`config.mk`:
```
export PLATFORM = sky130hd
export DESIGN_NAME = adder_pipe
export DESIGN_NICKNAME = d
export VERILOG_FILES = /design/src/rtl/adder_pipe.sv
export SDC_FILE = /design/constraint.sdc
export NUM_CORES = 1
export LEC_CHECK = 0
export BUFFER_PORTS_ARGS = -buffer_cell sky130_fd_sc_hd__buf_2
export CAP_MARGIN = 20
export CORE_UTILIZATION = 61
export CTS_CLUSTER_DIAMETER = 150
export CTS_CLUSTER_SIZE = 8
export DETAILED_ROUTE_END_ITERATION = 6
export PLACE_DENSITY = 0.84
export SYNTH_ARGS = -nofsm -noshare
export SYNTH_HDL_FRONTEND = slang
export SYNTH_SLANG_ARGS = --single-unit
```
`constraint.sdc`:
```
create_clock -name clock -period 12.6 [get_ports clock]
set_input_delay 1.26 -clock clock [delete_from_list [all_inputs] [get_ports clock]]
set_output_delay 1.26 -clock clock [all_outputs]
set_load 0.05 [all_outputs]
```
`src/rtl/adder_pipe.sv`:
```
// rtl/adder_pipe.sv - pipelined add/subtract with one carry-lookahead slice per stage
// Operand remainders shift down each stage; finished sum slices accumulate upward.
module adder_pipe #(
  parameter int WIDTH  = 32,
  parameter int STAGES = 4,
  parameter int TAG_W  = 4
) (
  input  logic             clock,
  input  logic             reset,
  input  logic             in_valid,
  output logic             in_ready,
  input  logic [WIDTH-1:0] operandA,
  input  logic [WIDTH-1:0] operandB,
  input  logic             subtraction,
  input  logic [TAG_W-1:0] in_tag,
  output logic             out_valid,
  input  logic             out_ready,
  output logic [WIDTH-1:0] result,
  output logic [TAG_W-1:0] out_tag,
  output logic             carry_out,
  output logic             overflow,
  output logic             isNotEqual,
  output logic             isLessThan
);

  localparam int SLICE = WIDTH / STAGES;

  logic advance;

  for (genvar k = 0; k < STAGES; k++) begin : g_stage
    localparam int IN_W   = WIDTH - k * SLICE;
    localparam int DONE_W = (k + 1) * SLICE;

    logic [IN_W-1:0]   a_in, b_in;
    logic              cin, v_in, sub_in;
    logic [TAG_W-1:0]  tag_in;
    logic [SLICE-1:0]  g_w, p_w, s_w;
    logic [SLICE:0]    c_w;
    logic [DONE_W-1:0] sum_d, sum_q;
    logic              valid_q, sub_q, carry_q;
    logic [TAG_W-1:0]  tag_q;

    if (k == 0) begin : g_head
      assign a_in   = operandA;
      assign b_in   = operandB ^ {WIDTH{subtraction}};
      assign cin    = subtraction;
      assign v_in   = in_valid;
      assign sub_in = subtraction;
      assign tag_in = in_tag;
      assign sum_d  = s_w;
    end else begin : g_body
      assign a_in   = g_stage[k-1].g_ops.a_q;
      assign b_in   = g_stage[k-1].g_ops.b_q;
      assign cin    = g_stage[k-1].carry_q;
      assign v_in   = g_stage[k-1].valid_q;
      assign sub_in = g_stage[k-1].sub_q;
      assign tag_in = g_stage[k-1].tag_q;
      assign sum_d  = {s_w, g_stage[k-1].sum_q};
    end

    always_comb begin
      g_w    = a_in[SLICE-1:0] & b_in[SLICE-1:0];
      p_w    = a_in[SLICE-1:0] ^ b_in[SLICE-1:0];
      c_w    = '0;
      c_w[0] = cin;
      for (int i = 0; i < SLICE; i++) begin
        c_w[i+1] = g_w[i] | (p_w[i] & c_w[i]);
      end
      s_w = p_w ^ c_w[SLICE-1:0];
    end

    always_ff @(posedge clock) begin
      if (reset) begin
        valid_q <= 1'b0;
        sub_q   <= 1'b0;
        carry_q <= 1'b0;
        tag_q   <= '0;
        sum_q   <= '0;
      end else if (advance) begin
        valid_q <= v_in;
        sub_q   <= sub_in;
        carry_q <= c_w[SLICE];
        tag_q   <= tag_in;
        sum_q   <= sum_d;
      end
    end

    // Only the slices not yet added travel on to the next stage.
    if (k < STAGES - 1) begin : g_ops
      logic [IN_W-SLICE-1:0] a_q, b_q;
      always_ff @(posedge clock) begin
        if (reset) begin
          a_q <= '0;
          b_q <= '0;
        end else if (advance) begin
          a_q <= a_in[IN_W-1:SLICE];
          b_q <= b_in[IN_W-1:SLICE];
        end
      end
    end

    if (k == STAGES - 1) begin : g_tail
      logic cmsb_q;
      always_ff @(posedge clock) begin
        if (reset)        cmsb_q <= 1'b0;
        else if (advance) cmsb_q <= c_w[SLICE-1];
      end
    end
  end

  assign out_valid  = g_stage[STAGES-1].valid_q;
  assign advance    = !out_valid || out_ready;
  assign in_ready   = advance;
  assign result     = g_stage[STAGES-1].sum_q;
  assign out_tag    = g_stage[STAGES-1].tag_q;
  assign carry_out  = g_stage[STAGES-1].carry_q;
  assign overflow   = g_stage[STAGES-1].g_tail.cmsb_q ^ carry_out;
  assign isNotEqual = |result;
  assign isLessThan = g_stage[STAGES-1].sub_q & (result[WIDTH-1] ^ overflow);

endmodule

```
Word level (Yosys, flattened, before mapping)
Index checks and enable logic that the tools add are counted.
Storage, ports and cells
  register bits: 205
Cells by class
  bitwise logic cells: 80
  reductions and logical operators: 3
Operator list (number)
  $xor A8 B8 Y8: 8
  $and A1 B1 Y1: 33
  $and A8 B8 Y8: 4
  $or A1 B1 Y1: 32
  $reduce_or A32 Y1: 1
  $xor A32 B32 Y32: 1
  $xor A1 B1 Y1: 2
  $logic_not A1 Y1: 1
  $logic_or A1 B1 Y1: 1

Depth between registers and ports, before layout
  word-level depth: 18
  gate-level depth with buffers: 14
  gate-level depth less buffers: 14

Worst setup path before layout
OpenSTA, ideal clock, no wires.
  kind: in2reg
  from: input subtraction
  to: register g_stage[0].sum_q[7]
  path slack: 7702 ps
  cell stages on the path: 13
  data arrival time: 4766 ps
  setup time: 132 ps
  path through: buf_2 buf_4 mux2i_1 fa_1 fa_1 fa_1 fa_1 fa_1 fa_1 inv_1 fa_1 nand2_1 a21oi_1
On the way
  cells in the longest elaborated chain, start to end: 17
RTL lines
  start: declaration: line 14  | input logic subtraction,
  $xor A32 B32 Y32: line 45  | assign b_in = operandB ^ {WIDTH{subtraction}};
  $xor A8 B8 Y8: line 63  | p_w = a_in[SLICE-1:0] ^ b_in[SLICE-1:0];
  $and A1 B1 Y1: line 67  | c_w[i+1] = g_w[i] | (p_w[i] & c_w[i]);
  $or A1 B1 Y1: line 67
  $and A1 B1 Y1: line 67
  $or A1 B1 Y1: line 67
  $and A1 B1 Y1: line 67
  $or A1 B1 Y1: line 67
  [2 not listed]
  $and A1 B1 Y1: line 67
  $or A1 B1 Y1: line 67
  $and A1 B1 Y1: line 67
  $or A1 B1 Y1: line 67
  $and A1 B1 Y1: line 67
  $or A1 B1 Y1: line 67
  $xor A8 B8 Y8 *: line 69  | s_w = p_w ^ c_w[SLICE-1:0];
  named net g_stage[0].s_w[7]: line 37  | logic [SLICE-1:0] g_w, p_w, s_w;
  end signal: assignment: line 84  | sum_q <= sum_d;
  end: declaration: line 39  | logic [DONE_W-1:0] sum_d, sum_q;
The timed path passes the listed nets; every way through them passes the cells marked *.
A chain may end at the register's enable or synchronous reset.

Worst setup path in the final report
Ends and elaborated chain as after synthesis.

==> metrics <==
outcome=completed; placed cell areas=8730 µm²; synth warn=0; IO Pins=115; # hold bufs at CTS=0; Sw Share=0.236; DP Cell Count=1183; P_leak=3.92 nW; Worst Setup End Kind=register; Post-DRT Antenna Nets=0; critical path launch point type=input port; Net Sw Power=0.354 mW; Setup CP Type=input port to register; post-DP HPWL=9.73 mm; Sink Count=205; post_cts resized=0; Initial Util=0.626; total track usage=0.232; design area=9470 µm²; WL met2=7.60 mm; routed wl met3=687 µm; worst-path fanout max=33; Final #Nets=1142; drt first pass iters=6; via count=6307; PwrDens=159 nW/µm²; Final Skew=0.00709 ns; drt wl/cell=13.3 µm; sequential share of the synthesized area=0.493; worst hold path class=register to register; unrepaired setup endpoints after global routing=false; cell-internal power=1.15 mW; synthesized flop and latch total=205; Final Setup Violations=0; clock root buffer=clkbuf_16; most common cell after layout, fill and taps aside=nand2_1; Metal-1 WL=7.70 mm; combinational fraction of design power=0.094; Std-Cell Rows=42; initial antenna violation count=0; initial drt markers=489; Relative slew margins=0.283; Synth Instances=960; non-filler cells, final=1214; share of cells above drive strength 1=0.175; Post-CTS Setup Bufs=0; Tcrit/Tclk final=0.389; DRC=0; max-cap check violation count=0; Least-Margin Pin Slew=1.08 ns; IO buf count=114; f_max=204 MHz; Req. time, crit path=12.94 ns; Main synth FF type=dfxtp_1; Synth Net Count=1064; TritonCTS Buffers=29; global route overflow=0; Die Area=14100 µm²; Die Span Y=119 µm; register area=4100 µm²; Clk network pwr share=0.430; arrival time worst endpoint=5.24 ns; largest net degree at the start of global routing=159; clock-pin transition on the worst setup and hold timing paths=0.05 ns; GPL Wtd Cong=0.800; Horiz. Die Dim=119 µm; vias in the first global route=5922; worst vdd ir=0.000115 V; Tmin final=4.90 ns; H-tree lvl count=1; core area=13300 µm²; endpoints failing hold=0; drt total wl=16.2 mm; Longest Clk Path Bufs=3; area occupied by multi-input gates=3670 µm²; later-pin clock latency in the skew report=0.51 ns; commonest cells after routing, fill and taps aside=328 x nand2_1, 205 x dfxtp_1, 164 x a21oi_1; setup_tns=0 ns; CTS tree=yes; Slew Limit Fails=0; Layout fillers=1054; Avg Inst Size Synth=8.68 µm²; number of synthesized flops with an enable pin=0; Seq pwr share=0.476; Hold Worst Slack=0.446 ns; Layout area overhead=13.7%; Design Power=1.50 mW; Synth Cell Area=8330 µm²; n_diodes=0; ys async rst share=0; first-pass GRT wire length=27.3 mm; DR top layer=met4; Vias/cell=5.20; Synth cell types=22
-- registers in the layout, summed over array words and instances (netlist names), 4 cells and up --
name / count
g_stage.g_ops.a_q: 48
g_stage.g_ops.b_q: 48
g_stage.sum_q: 48
result: 32
g_stage.tag_q: 12
g_stage.sub_q: 4
out_tag: 4
-- power by group through the flow --
stage / sequential (mW) / combinational [mW] / clock [mW]
final: 0.715 / 0.141 / 0.645
after global routing: 0.720 / 0.158 / 0.685
after CTS: 0.715 / 0.143 / 0.655
after detailed placement: 0.727 / 0.140 / 0
after global placement: 0.726 / 0.137 / 0
after floorplan: 0.737 / 0.0914 / 0
-- stage by stage --
stage | util | worst slack [ns]
2_1_floorplan | - | 7.70
3_3_place_gp | 0.657 | 7.22
3_5_place_dp | 0.657 | 7.13
4_1_cts | 0.712 | 7.68
5_1_grt | 0.712 | 7.49
6_report | 0.712 | 7.70
-- metal layers --
layer,track usage,vias to the layer above
met3,0.0335,22
met5,0,-
met1,0.333,2925
met2,0.373,139
met4,0.0522,0
li1,-,3221
-- worst paths after layout --
path                       from              endpoint  slack (ns)  cells past startpoint
max                 subtraction   g_stage[0].sum_q[7]        7.70                     13
min                  out_tag[1]            out_tag[1]        0.45                      2
max reg2reg  g_stage[1].carry_q  g_stage[2].sum_q[23]        8.88                     12
min reg2reg          out_tag[1]            out_tag[1]        0.45                      2
-- synthesized netlist by cell type, types with 9 or more instances --
master    count  area [µm²]
clkbuf_1     17        63.8
a21oi_1     164         821
nand2_1     328        1230
a211oi_2     29         363
nor2_1       42         158
inv_1        29         109
xnor2_1      29         254
dfxtp_1     205        4100
buf_4        15         113
buf_2        29         145
fa_1         31         621
buf_6         9         101
a211oi_1     11        82.6
-- cells by family after synthesis --
group           count (synthesis)  synth area share
buf+inv                       102            0.0664
compound gates                204             0.152
fa+ha+maj                      31            0.0745
xor+xnor                       34            0.0358
mux                             1           0.00120
flops                         205             0.493
simple gates                  383             0.177
-- worst max-delay path: stages --
cell and delay [ns]:
buf_2 0.07, buf_4 0.45, mux2i_1 0.19, fa_1 0.46, fa_1 0.44, fa_1 0.46, fa_1 0.43, fa_1 0.42
fa_1 0.39, inv_1 0.08, fa_1 0.41, nand2_1 0.07, a21oi_1 0.08
-- cell type report --
cell class,count,share of cell area
repair buffers,119,0.0649
well taps,176,0.0233
clock inverters,2,0.00145
clock buffers,29,0.0766
flip-flops and latches,205,0.433
inverters,30,0.0127
multi-input cells,653,0.388
(Power assumes the default switching activity.)
